$ cat src/rtl/ds2431_read_streamer_pkg.sv
// rtl/ds2431_read_streamer_pkg.sv - shared types and constants for the DS2431 read streamer
package ds2431_read_streamer_pkg;

    typedef enum logic [2:0] {
        ST_IDLE = 3'd0,
        ST_LOAD = 3'd1,
        ST_WAIT = 3'd2,
        ST_HOLD = 3'd3,
        ST_REL  = 3'd4
    } rd_state_t;

    localparam logic [7:0] CMD_READ_MEMORY   = 8'hF0;
    localparam logic [7:0] LAST_ADDR_DEFAULT = 8'h8F;

endpackage

$ cat src/rtl/ds2431_read_streamer_ow_dq_sync.sv
// rtl/ds2431_read_streamer_ow_dq_sync.sv - 1-Wire DQ synchroniser with falling-edge detect
//  i_clk, i_nRst : clock, asynchronous active-low reset
//  i_dq_in       : raw asynchronous line level
//  o_dq_s        : synchronised line level
//  o_fall        : 1 while the synchronised level has just gone 1 -> 0
module ow_dq_sync
    import ds2431_read_streamer_pkg::*;
#(
    parameter int SYNC_STAGES = 2
) (
    input  logic i_clk,
    input  logic i_nRst,
    input  logic i_dq_in,
    output logic o_dq_s,
    output logic o_fall
);

    logic [SYNC_STAGES-1:0] r_sync;
    logic                   r_prev;

    // Idle 1-Wire line is high, so reset to 1s to avoid a false fall.
    always_ff @(posedge i_clk or negedge i_nRst) begin
        if (!i_nRst) begin
            r_sync <= '1;
            r_prev <= 1'b1;
        end else begin
            r_sync <= {r_sync[SYNC_STAGES-2:0], i_dq_in};
            r_prev <= r_sync[SYNC_STAGES-1];
        end
    end

    assign o_dq_s = r_sync[SYNC_STAGES-1];
    assign o_fall = r_prev & ~r_sync[SYNC_STAGES-1];

endmodule

$ cat src/rtl/ds2431_read_streamer.sv
// rtl/ds2431_read_streamer.sv - READ MEMORY data phase: streams bytes LSB-first in master read slots
//  i_clk, i_nRst       : clock, asynchronous active-low reset
//  i_start, i_ta1/ta2  : begin streaming from {ta2,ta1}
//  i_abort             : stop the session immediately (wins over start)
//  i_dq_in / o_dq_pull : raw line level / open-drain pull-low enable
//  o_mem_addr/i_row_dat: row select and combinational 64-bit row data
//  o_busy, o_byte_done, o_cur_addr : session status
module ds2431_read_streamer
    import ds2431_read_streamer_pkg::*;
#(
    parameter int         HOLD_CYC    = 30,
    parameter int         SYNC_STAGES = 2,
    parameter logic [7:0] LAST_ADDR   = LAST_ADDR_DEFAULT
) (
    input  logic        i_clk,
    input  logic        i_nRst,
    input  logic        i_start,
    input  logic [7:0]  i_ta1,
    input  logic [7:0]  i_ta2,
    input  logic        i_abort,
    input  logic        i_dq_in,
    output logic        o_dq_pull,
    output logic [7:0]  o_mem_addr,
    input  logic [63:0] i_row_dat,
    output logic        o_busy,
    output logic        o_byte_done,
    output logic [15:0] o_cur_addr
);

    localparam int             TW        = $clog2(HOLD_CYC + 1);
    localparam logic [TW-1:0]  HOLD_LOAD = TW'(HOLD_CYC);

    rd_state_t     r_state,     w_state;
    logic [15:0]   r_cur_addr,  w_cur_addr;
    logic [7:0]    r_shreg,     w_shreg;
    logic [2:0]    r_bitcnt,    w_bitcnt;
    logic [TW-1:0] r_timer,     w_timer;
    logic          r_dq_pull,   w_dq_pull;
    logic          r_busy,      w_busy;
    logic          r_byte_done, w_byte_done;

    logic          w_dq_s;
    logic          w_fall;
    logic [7:0]    w_row_byte;
    logic          w_in_range;

    ow_dq_sync #(.SYNC_STAGES(SYNC_STAGES)) u_sync (
        .i_clk   (i_clk),
        .i_nRst  (i_nRst),
        .i_dq_in (i_dq_in),
        .o_dq_s  (w_dq_s),
        .o_fall  (w_fall)
    );

    // Row select always follows the current address, so row_dat is already
    // valid for the byte being loaded; row crossings need no special case.
    assign o_mem_addr = r_cur_addr[7:0];
    assign w_row_byte = i_row_dat[{r_cur_addr[2:0], 3'b000} +: 8];
    // Full 16-bit compare: any non-zero high byte is out of range.
    assign w_in_range = (r_cur_addr <= {8'h00, LAST_ADDR});

    always_comb begin
        w_state     = r_state;
        w_cur_addr  = r_cur_addr;
        w_shreg     = r_shreg;
        w_bitcnt    = r_bitcnt;
        w_timer     = r_timer;
        w_dq_pull   = r_dq_pull;
        w_busy      = r_busy;
        w_byte_done = 1'b0;
        if (i_abort) begin
            w_state   = ST_IDLE;
            w_dq_pull = 1'b0;
            w_busy    = 1'b0;
        end else begin
            case (r_state)
                ST_IDLE: begin
                    if (i_start) begin
                        w_cur_addr = {i_ta2, i_ta1};
                        w_busy     = 1'b1;
                        w_state    = ST_LOAD;
                    end
                end
                ST_LOAD: begin
                    w_shreg  = w_in_range ? w_row_byte : 8'hFF;
                    w_bitcnt = 3'd0;
                    w_state  = ST_WAIT;
                end
                ST_WAIT: begin
                    if (w_fall) begin
                        w_dq_pull = ~r_shreg[0];
                        w_timer   = HOLD_LOAD;
                        w_state   = ST_HOLD;
                    end
                end
                ST_HOLD: begin
                    // Release on the edge where the count reaches 0 so the
                    // pull lasts exactly HOLD_CYC clocks; the line is blanked.
                    if (r_timer <= TW'(1)) begin
                        w_timer   = '0;
                        w_dq_pull = 1'b0;
                        w_state   = ST_REL;
                    end else begin
                        w_timer = r_timer - TW'(1);
                    end
                end
                ST_REL: begin
                    if (w_dq_s) begin
                        w_shreg  = {1'b1, r_shreg[7:1]};
                        w_bitcnt = r_bitcnt + 3'd1;
                        if (r_bitcnt == 3'd7) begin
                            w_byte_done = 1'b1;
                            w_cur_addr  = r_cur_addr + 16'd1;
                            w_state     = ST_LOAD;
                        end else begin
                            w_state = ST_WAIT;
                        end
                    end
                end
                default: begin
                    w_state   = ST_IDLE;
                    w_dq_pull = 1'b0;
                    w_busy    = 1'b0;
                end
            endcase
        end
    end

    always_ff @(posedge i_clk or negedge i_nRst) begin
        if (!i_nRst) begin
            r_state     <= ST_IDLE;
            r_cur_addr  <= 16'h0000;
            r_shreg     <= 8'hFF;
            r_bitcnt    <= 3'd0;
            r_timer     <= '0;
            r_dq_pull   <= 1'b0;
            r_busy      <= 1'b0;
            r_byte_done <= 1'b0;
        end else begin
            r_state     <= w_state;
            r_cur_addr  <= w_cur_addr;
            r_shreg     <= w_shreg;
            r_bitcnt    <= w_bitcnt;
            r_timer     <= w_timer;
            r_dq_pull   <= w_dq_pull;
            r_busy      <= w_busy;
            r_byte_done <= w_byte_done;
        end
    end

    assign o_dq_pull   = r_dq_pull;
    assign o_busy      = r_busy;
    assign o_byte_done = r_byte_done;
    assign o_cur_addr  = r_cur_addr;

endmodule

$ cat config.mk
export PLATFORM = sky130hd
export DESIGN_NAME = ds2431_read_streamer
export DESIGN_NICKNAME = d
export VERILOG_FILES = /design/src/rtl/ds2431_read_streamer_pkg.sv /design/src/rtl/ds2431_read_streamer_ow_dq_sync.sv /design/src/rtl/ds2431_read_streamer.sv
export SDC_FILE = /design/constraint.sdc
export NUM_CORES = 1
export LEC_CHECK = 0
export CAP_MARGIN = 20
export CORE_ASPECT_RATIO = 0.6
export CORE_MARGIN = 5
export CORE_UTILIZATION = 44
export DETAILED_ROUTE_END_ITERATION = 12
export PLACE_DENSITY_LB_ADDON = 0.3
export SYNTH_ARGS = -nofsm -noshare
export SYNTH_HDL_FRONTEND = slang
export SYNTH_HIERARCHICAL = 1
export SYNTH_SLANG_ARGS = --single-unit
$ cat constraint.sdc
create_clock -name i_clk -period 2.1 [get_ports i_clk]
set_clock_uncertainty 0.1 [all_clocks]
set_input_delay 0.525 -clock i_clk [delete_from_list [all_inputs] [get_ports i_clk]]
set_output_delay 0.525 -clock i_clk [all_outputs]
set_load 0.02 [all_outputs]
==> run_results.csv, run 1 <==
group,metric,value,unit
run_status,outcome,"complete, no violations",
global_route,grt_start_max_net_pins,35,
floorplanning,coreArea,0.00622,sq mm
route,total_number_of_vias,2776,
synth,mappedNetlistArea,0.00288,sq mm
finish,antenna-diode-count,0,
synth,yosys.area.top_type_share,0.261,
power_and_ir_drop,power_density,761,mW/mm^2
route,route.detailed.drc,0,
synth,synth_most_common_cell,"dfrtp_1",
place,gp_weighted_congestion,0.824,
finish,post_layout_net_count,485,
synth,ys_types,54,
sta,post-route-period-util,0.976,
sta,setup_viol,0,
clocking,tritoncts,"yes",
route,drt-initial-drc-count,222,
synth,dominantRegCellSynth,"dfrtp_1",
clocking,clkLatencyLatePin,300,ps
critical_path,start_kind,"flip-flop",
power_and_ir_drop,cellLeakagePower,1.69,nW
synth,synth.ff_latch_count,41,
global_route,grt_pass1_vias,2853,
critical_path,path_delay_family,"buffers and inverters",
sta,rsz0062_at_grt,"no",
place,dp_hpwl,6.47,mm
sta,hold_violations,0,
synth,synth-compound-area-share,0.214,
synth,yosysTopAreaCell,"dfrtp_1",
finish,area.growth.synth_to_final,46.4,%
synth,synth_enable_flop_cells,0,
global_route,wire_length_of_the_first_global_routing_pass,14.0,mm
critical_path,crit_chain,"clkdlybuf4s50_1",
critical_path,r2r_path_start,"r_bitcnt[0]",
global_route,gr-usage-all-layers,0.207,
route,drt-vias-per-instance,5.78,
synth,combinational_family_with_the_most_area_after_synthesis,"compound AO/OA/AOI/OAI gates",
clocking,cts_inserted_buffers,5,
critical_path,timing.critical_path.slowest_cell_delay,660,ps
sta,slew_headroom,0.649,
floorplanning,initial_utilization,0.463,
clocking,htreeDepth,2,
synth,ys_top_cells_by_count,"30 x dfrtp_1, 24 x nand2_1, 23 x a21oi_1, 14 x o21ai_1, 14 x o22ai_1",
sta,worst_pin_slew,527,ps
power_and_ir_drop,ir_worst_vdd,0.531,mV
clocking,clk_slew_on_worst_s_h_paths,80,ps
job,reported_max_cap_violation_count,0,
synth,share_of_synthesized_area_spent_on_multiplexers,0.170,
sta,layout_min_cycle_time,2050,ps
place,placed_area,0.00411,sq mm
synth,synthesis.nets,375,
synth,syn_area_per_cell,10.1,sq um
synth,synth-simple-area-share,0.155,
global_route,antenna_found_initial,0,
critical_path,worst-path-buf-inv,1,
min_path,timing.hold.worst.class,"input pin to async pin",
floorplanning,rows,22,
synth,yosys_warnings,6,
place,dp_slack,-120,ps
sta,maxSlewViolCount,0,
critical_path,rrSetupSlack,130,ps
synth,adder_and_majority_cell_fraction_of_the_synthesized_area,0.0217,
critical_path,arrival,1420,ps
synth,synth_seq_area_share,0.361,
route,route.detailed.wl_per_inst,17.6,um
critical_path,timing.rr.end,"o_cur_addr[2]",
clocking,cts_max_path_buffers,2,
clocking,numClockSinks,41,
place,io_buffer_count,111,
synth,synthXorXnorAreaFrac,0,
floorplanning,die_span_in_x,114,um
synth,yosys-top-cells-area,"dfrtp_1 26%, dfstp_2 10%, mux4_1 7.3%, mux4_2 6.3%, a21oi_1 4.0%",
clocking,root_buffer,"clkbuf_8",
global_route,overflow_left_after_global_routing,0,
critical_path,endpoint_kind,"output pin",
critical_path,crit_cells,1,
floorplanning,ios,112,
route,drt_first_pass_iters,4,
clocking,post_cts_hold_buffer_count,0,
floorplanning,die_height,72.7,um
finish,post_route_cells_drive_above_1_share,0.177,
sta,achievable-frequency,0.488,GHz
synth,syn_inst,285,
route,drt_wl_total,8.46,mm
critical_path,crit_fanout,7,
finish,final.fill_count,504,
critical_path,worstSetupPathType,"flip-flop to output pin",
synth,synthArstFlopShare,1.00,
floorplanning,die-area,0.00831,sq mm
route,drt.antenna.violating_nets,0,
critical_path,worst_ep_required_time,1470,ps
critical_path,slowest_stage,"clkdlybuf4s50_1",
sta,final.setup.worst_slack,50.5,ps
critical_path,worst-r2r-cell-count,7,
finish,final_design_area_no_fill,0.00422,sq mm
==> routing by layer <==
layer  vias to the layer above  share of wire  GRT usage  wire (um)
met5                         -              0          0          0
met1                      1366           0.46      0.291       3860
met2                        88           0.48      0.336       4050
met4                         0         0.0088     0.0382         74
li1                       1315              -          -          -
met3                         7          0.055     0.0414        467
==> worst max path at each step <==
stage	startpoint	to	slack (ps)
2_1_floorplan	o_cur_addr[0]	r_shreg[7]	180
3_3_place_gp	i_start	o_cur_addr[13]	-70
3_5_place_dp	i_start	o_cur_addr[11]	-120
4_1_cts	o_cur_addr[10]	o_cur_addr[10]	9
5_1_grt	r_bitcnt[0]	o_cur_addr[2]	5
6_report	o_cur_addr[8]	o_cur_addr[8]	50
==> state kept, by name, indices dropped and copies added (netlist names) <==
register	cells
o_dq_pull	1
u_sync/r_sync	2
r_timer	5
r_state	3
u_sync/r_prev	1
r_shreg	8
o_cur_addr	16
r_bitcnt	3
o_byte_done	1
o_busy	1
==> report_power, final <==
| part | internal, W | switching [W] |
|---|---|---|
| Clock | 0.000234 | 0.000281 |
| Combinational | 0.000804 | 0.000662 |
| Sequential | 0.00101 | 0.000219 |
| Total | 0.00205 | 0.00116 |
==> per-stage QoR <==
step / hold WS [ps] / utilization / std cells / total power, W / TNS, ps
floorplan: 129 / - / 285 / 0.00212 / 0
global placement: 246 / 0.661 / 471 / 0.00265 / -645
detailed placement: 249 / 0.661 / 471 / 0.00269 / -1390
CTS: 115 / 0.676 / 480 / 0.00322 / 0
global route: 134 / 0.678 / 480 / 0.00341 / 0
finish: 94.7 / 0.678 / 480 / 0.00321 / 0
==> timing repair <==
action                     4_1_cts  5_1_grt
pin swaps                        0        1
setup endpoints to repair        5       11
gates resized for setup          3        5
buffers inserted                 1        0
hold endpoints to repair         0        0
==> kinds of logic (layout without fill, tap and decap cells) <==
kind of cell	count (synthesis)	in the layout
and+or+nand+nor	80	80
DFF	41	41
buffers and inverters	41	152
muxes	25	25
adders and majority gates	5	5
AOI/OAI and AO/OA	93	93
==> cells in the final DEF (no fill, tap or decap), types with 3 or more instances in the layout <==
cell and instances:
o22ai_1 14, and3_1 5, a21oi_1 23, dlymetal6s2s_1 3
mux2_2 8, mux4_1 8, nor4_1 3, nand2_1 24
nand2b_1 7, clkbuf_8 5, dfrtp_2 3, ha_1 5
mux4_2 8, nand4_1 7, inv_1 8, buf_4 22
dfrtp_1 27, nand3_1 8, dfstp_2 11, o21ai_0 8
a31oi_1 4, and4_1 3, nor2_1 9, clkdlybuf4s50_1 107
a2bb2oi_1 9, o21ai_1 14, and2_1 3
==> layout make-up <==
class	count	area [sq um]	share of cell area
flip-flops and latches	41	1040	0.248
clock inverters	1	5.00	0.00119
inverters	9	33.8	0.00801
multi-input cells	203	1630	0.387
clock buffers	7	76.3	0.0181
well taps	84	105	0.0249
repair buffers	135	1320	0.313
(Power assumes the default switching activity.)
==> inputs of run 2 (changes only) <==
--- a/config.mk
+++ b/config.mk
@@ -5,12 +5,13 @@
 export SDC_FILE = /design/constraint.sdc
 export NUM_CORES = 1
 export LEC_CHECK = 0
+export ABC_AREA = 1
 export CAP_MARGIN = 20
 export CORE_ASPECT_RATIO = 0.6
 export CORE_MARGIN = 5
-export CORE_UTILIZATION = 44
+export CORE_UTILIZATION = 46
 export DETAILED_ROUTE_END_ITERATION = 12
-export PLACE_DENSITY_LB_ADDON = 0.3
+export PLACE_DENSITY = 0.81
 export SYNTH_ARGS = -nofsm -noshare
 export SYNTH_HDL_FRONTEND = slang
 export SYNTH_HIERARCHICAL = 1
==> run 2 against run 1 <==
Sequential power up 20%. Clock power up 77%. Wire length up 14%. Register-to-register slack better by 80 ps. Fmax down 0.91%. Non-clock buffer count down 10. Critical path depth unchanged. Cell area up 8.3%. Cell count up 47%. Global-route usage up 2.2 points. Via count up 30%. Clock-buffer cell count down 1.
==> run_results.csv, run 2 <==
group,metric,value,unit
synth,ys_top_cells_by_count,"205 x nand2_1, 77 x nand3_1, 51 x nor2_1, 36 x inv_1, 30 x dfrtp_1",
power_and_ir_drop,ir_worst_vdd,0.683,mV
critical_path,crit_fanout,7,
critical_path,worstSetupPathType,"flip-flop to output pin",
power_and_ir_drop,clkPwrFrac,0.170,
sta,hold_violations,0,
route,drt-initial-drc-count,287,
finish,final_cell_count_no_fill,707,
global_route,overflow_left_after_global_routing,0,
power_and_ir_drop,combPwrFrac,0.554,
route,route.detailed.drc,0,
route,drt-vias-per-instance,5.09,
synth,synthXorXnorAreaFrac,0.0108,
synth,mappedNetlistArea,0.00323,sq mm
route,top_signal_layer_used,"met4",
finish,most_frequent_cells_in_the_layout,"205 x nand2_1, 108 x clkdlybuf4s50_1, 77 x nand3_1, 51 x nor2_1, 36 x inv_1",
synth,ys_types,40,
route,drt_first_pass_iters,5,
finish,post_layout_net_count,709,
synth,synth-simple-area-share,0.480,
clocking,cts_inserted_buffers,5,
sta,setup_viol,0,
synth,synth_seq_area_share,0.322,
global_route,wire_length_of_the_first_global_routing_pass,16.5,mm
place,dp_hpwl,7.47,mm
critical_path,timing.rr.end,"o_cur_addr[15]",
clocking,root_buffer,"clkbuf_16",
power_and_ir_drop,share_of_power_burned_in_registers,0.276,
place,io_buffer_count,111,
global_route,grt_start_max_net_pins,28,
global_route,gr-usage-all-layers,0.229,
clocking,cts_max_path_buffers,2,
route,met3_length,625,um
floorplanning,coreArea,0.00676,sq mm
finish,antenna-diode-count,0,
sta,rsz0062_at_grt,"no",
sta,worst_pin_slew,475,ps
route,route.detailed.wl_per_inst,13.6,um
run_status,outcome,"complete, no violations",
floorplanning,initial_utilization,0.478,
critical_path,crit_chain,"clkdlybuf4s50_1",
sta,achievable-frequency,0.483,GHz
floorplanning,die-area,0.00885,sq mm
sta,slew_headroom,0.684,
synth,share_of_synthesized_area_spent_on_multiplexers,0,
synth,synthesis.nets,606,
floorplanning,die_height,74.9,um
synth,synth_most_common_cell,"nand2_1",
power_and_ir_drop,p_switching,0.00241,W
finish,mostFrequentLayoutCell,"nand2_1",
floorplanning,rows,23,
clocking,tritoncts,"yes",
sta,maxSlewViolCount,0,
route,drt_wl_total,9.64,mm
finish,post_route_cells_drive_above_1_share,0.0919,
critical_path,r2r_path_start,"o_cur_addr[0]",
power_and_ir_drop,cellLeakagePower,2.16,nW
critical_path,start_kind,"flip-flop",
global_route,antenna_found_initial,0,
clocking,clkLatencyLatePin,290,ps
synth,adder_and_majority_cell_fraction_of_the_synthesized_area,0.0194,
synth,syn_area_per_cell,6.26,sq um
job,reported_max_cap_violation_count,0,
synth,yosys_warnings,6,
finish,area.growth.synth_to_final,41.3,%
synth,synth_enable_flop_cells,0,
synth,yosys.area.top_type_share,0.238,
power_and_ir_drop,p_int,0.00295,W
route,total_number_of_vias,3598,
critical_path,endpoint_kind,"output pin",
critical_path,rrSetupSlack,210,ps
clocking,numClockSinks,41,
critical_path,worst-r2r-cell-count,8,
route,drt.antenna.violating_nets,0,
power_and_ir_drop,power_switching_share,0.450,
synth,synth.ff_latch_count,41,
power_and_ir_drop,power.total,0.00536,W
floorplanning,die_span_in_x,118,um
synth,yosys-top-cells-area,"nand2_1 24%, dfrtp_1 23%, nand3_1 12%, dfstp_2 9.0%, nor2_1 5.9%",
critical_path,path_delay_family,"buffers and inverters",
route,met1_length,4.65,mm
critical_path,slowest_stage,"clkdlybuf4s50_1",
critical_path,timing.critical_path.slowest_cell_delay,660,ps
synth,yosysTopAreaCell,"nand2_1",
place,gp_weighted_congestion,0.867,
sta,final.hold.worst_slack,89.3,ps
sta,post-route-period-util,0.985,
floorplanning,ios,112,
critical_path,worst_ep_required_time,1470,ps
synth,synth-compound-area-share,0.0620,
synth,combinational_family_with_the_most_area_after_synthesis,"simple AND/OR/NAND/NOR gates",
sta,layout_min_cycle_time,2070,ps
synth,dominantRegCellSynth,"dfrtp_1",
clocking,clk_slew_on_worst_s_h_paths,60,ps
place,placed_area,0.00438,sq mm
critical_path,worst-path-buf-inv,1,
place,dp_cell_count,699,
clocking,htreeDepth,2,
route,wl_met2,4.27,mm
finish,final_design_area_no_fill,0.00456,sq mm
synth,synthArstFlopShare,1.00,
global_route,grt_pass1_vias,3479,
min_path,timing.hold.worst.class,"input pin to async pin",
critical_path,arrival,1440,ps
synth,syn_inst,516,
finish,largest_register_ffs,16,
power_and_ir_drop,power_density,1180,mW/mm^2
run 2: cell types whose count changed in the layout (fill, tap and decap cells not counted), moves of 9 or more:
cell | previous run | this run
o22ai_1 | 14 | 1
nand2_1 | 24 | 205
inv_1 | 8 | 36
nand3_1 | 8 | 77
a21oi_1 | 23 | 3
nor2_1 | 9 | 51
buf_4 | 22 | 12
a2bb2oi_1 | 9 | 0
run 2: layout make-up:
cell class / count / area [sq um]
Clock inverter: 2 / 37.5
Sequential cell: 41 / 1040
Clock buffer: 6 / 139
Fill cell: 598 / 2200
Tap cell: 87 / 109
Timing Repair Buffer: 125 / 1230
Inverter: 42 / 158
Multi-Input combinational cell: 404 / 1850
run 2: how the worst max path moves through the flow:
stage	slack (ps)	endpoint	depth (start not counted)	startpoint
global route	2	o_mem_addr[7]	1	o_cur_addr[7]
global placement	40	r_shreg[6]	7	i_abort
floorplan	510	o_cur_addr[9]	8	i_abort
detailed placement	-90	r_shreg[0]	7	i_abort
finish	30	o_cur_addr[3]	1	o_cur_addr[3]
CTS	40	o_mem_addr[3]	1	o_cur_addr[3]
run 2: power by group through the flow:
stage	Sequential, W	Clock (W)	Combinational [W]
after floorplan	0.00159	0	0.00184
after global placement	0.00147	0	0.00288
after detailed placement	0.00147	0	0.00295
after CTS	0.00147	0.000927	0.00296
after global routing	0.00153	0.000971	0.00332
final	0.00148	0.000911	0.00297
run 2: cells by family (layout without fill, tap and decap cells):
family                   after synthesis  in the layout
AO/OA/AOI/OAI                         33             33
adder cells (fa/ha/maj)                5              5
XOR/XNOR                               4              4
flip-flops                            41             41
AND/OR/NAND/NOR                      362            362
buffers and inverters                 71            175
run 2: metal layers:
layer  vias to the layer above  GRT usage
li1                       1840          -
met1                      1628      0.313
met2                       119      0.371
met3                        11     0.0556
met4                         0     0.0573
met5                         -          0
run 2: stage by stage:
stage | util | setup slack, ps | setup TNS (ps)
floorplan | - | 510 | 0
global placement | 0.647 | 40.4 | 0
detailed placement | 0.647 | -93.7 | -163
CTS | 0.674 | 39.5 | 0
global route | 0.675 | 1.54 | 0
finish | 0.675 | 31.6 | 0
run 2: repair_timing:
action                                  in CTS  in global routing
endpoints found under the setup margin       2                  3
gates cloned                                 0                  0
setup buffers                                0                  0
hold buffers                                 0                  0
gates resized for setup                      1                  3
==> patch, RTL diff (flow settings as in run 2) <==
Change the parameter `HOLD_CYC` from 30 to 15.
--- a/src/rtl/ds2431_read_streamer.sv
+++ b/src/rtl/ds2431_read_streamer.sv
@@ -9,5 +9,5 @@
     import ds2431_read_streamer_pkg::*;
 #(
-    parameter int         HOLD_CYC    = 30,
+    parameter int         HOLD_CYC    = 15,
     parameter int         SYNC_STAGES = 2,
     parameter logic [7:0] LAST_ADDR   = LAST_ADDR_DEFAULT
Check against the original RTL: same outputs for any inputs over 10 cycles, from zero or initial values and one cycle with i_nRst low; that may be too few to reach the edited logic, so the function may still have changed.
==> patch against run 2 <==
- global-route usage about the same
- total power down 3.3%
- worst setup slack better by 0.0024 ns
- sequential cell count down 1
- synthesized area down 3.0%
- routed wire length down 1.4%
- cell area down 2.3%
- synthesized cell count down 1.9%
==> patch: results (changes against run 2) <==
Run status
  – Status: finished, final reports clean

Cells and area
  – Inverter count: 41 (-2.4%)
  – Multi-input gates: 398 (-1.5%)
  – Multi-input combinational area share: 0.404 (-0.000951)
  – Share of layout cells above drive strength 1: 0.0833 (-0.00860)

Detailed routing
  – WL/cell: 13.6 um (-0.30%)
  – Avg Vias per Cell: 5.19 (+2.0%)

Synthesis
  – Synth area leaders: dfrtp_1 (23%), nand2_1 (23%), nand3_1 (13%)
  – Post-Syn Nets: 596 (-1.7%)
  – Unique cell type count in the Yosys netlist: 33 (-18%)
  – XOR/XNOR Fraction of Synth Area: 0.00280 (-0.00805)
  – Adder-Cell Fraction of Synth Area: 0.0200 (+0.000604)
  – Post-synthesis compound-gate area fraction: 0.0647 (+0.00273)
  – Post-synthesis sequential area ratio: 0.324 (+0.00204)

Timing
  – Worst relative slew slack: 0.663 (-0.0207)

Power
  – Clock power share: 0.142 (-0.028)
  – Leakage: 2.11 nW (-2.4%)

Worst setup path
  – Reg-to-Reg End: o_cur_addr[14]
  – Worst R2R Setup Slack: 0.26 ns (+0.05 ns)
  – R2R cell count: 9 (+1)
  – Worst r2r src: o_cur_addr[1]

Placed design
  – Detailed Place HPWL: 7400 um (-1.0%)
  – Gpl congestion: 0.935 (+7.8%)

GRT
  – Vias in the first global route: 3428 (-1.5%)
  – Largest net degree at the start of global routing: 41 (+46%)
  – First-pass GRT wire length: 15900 um (-4.0%)

CTS
  – # resized after CTS: 0 (-1)
## patch: per-stage QoR
stage	std cells	power, mW	util	worst slack [ns]	instance area (um2)
finish	699	5.19	0.671	0.0340	4460
global route	699	5.61	0.671	0.0112	4460
CTS	699	5.21	0.670	0.0317	4450
detailed placement	691	4.45	0.649	0.0349	4320
global placement	691	4.34	0.649	0.0917	4320
floorplan	506	3.39	-	0.450	3130
## patch: metal layers
metal	share of wire	track usage	vias up
met5	0	0	-
met4	0.015	0.0489	0
met3	0.077	0.0444	15
met2	0.45	0.356	127
met1	0.46	0.333	1666
li1	-	-	1820
## patch: how the worst min path moves through the flow
stage	start	end	slack (ns)	cells after the start
detailed placement	u_sync/r_sync[0]	u_sync/r_sync[1]	0.25	0
finish	i_nRst	o_cur_addr[12]	0.19	2
floorplan	i_nRst	o_busy	0.13	0
global placement	u_sync/r_sync[0]	u_sync/r_sync[1]	0.25	0
CTS	i_nRst	o_cur_addr[12]	0.22	2
global route	i_nRst	o_cur_addr[12]	0.26	2
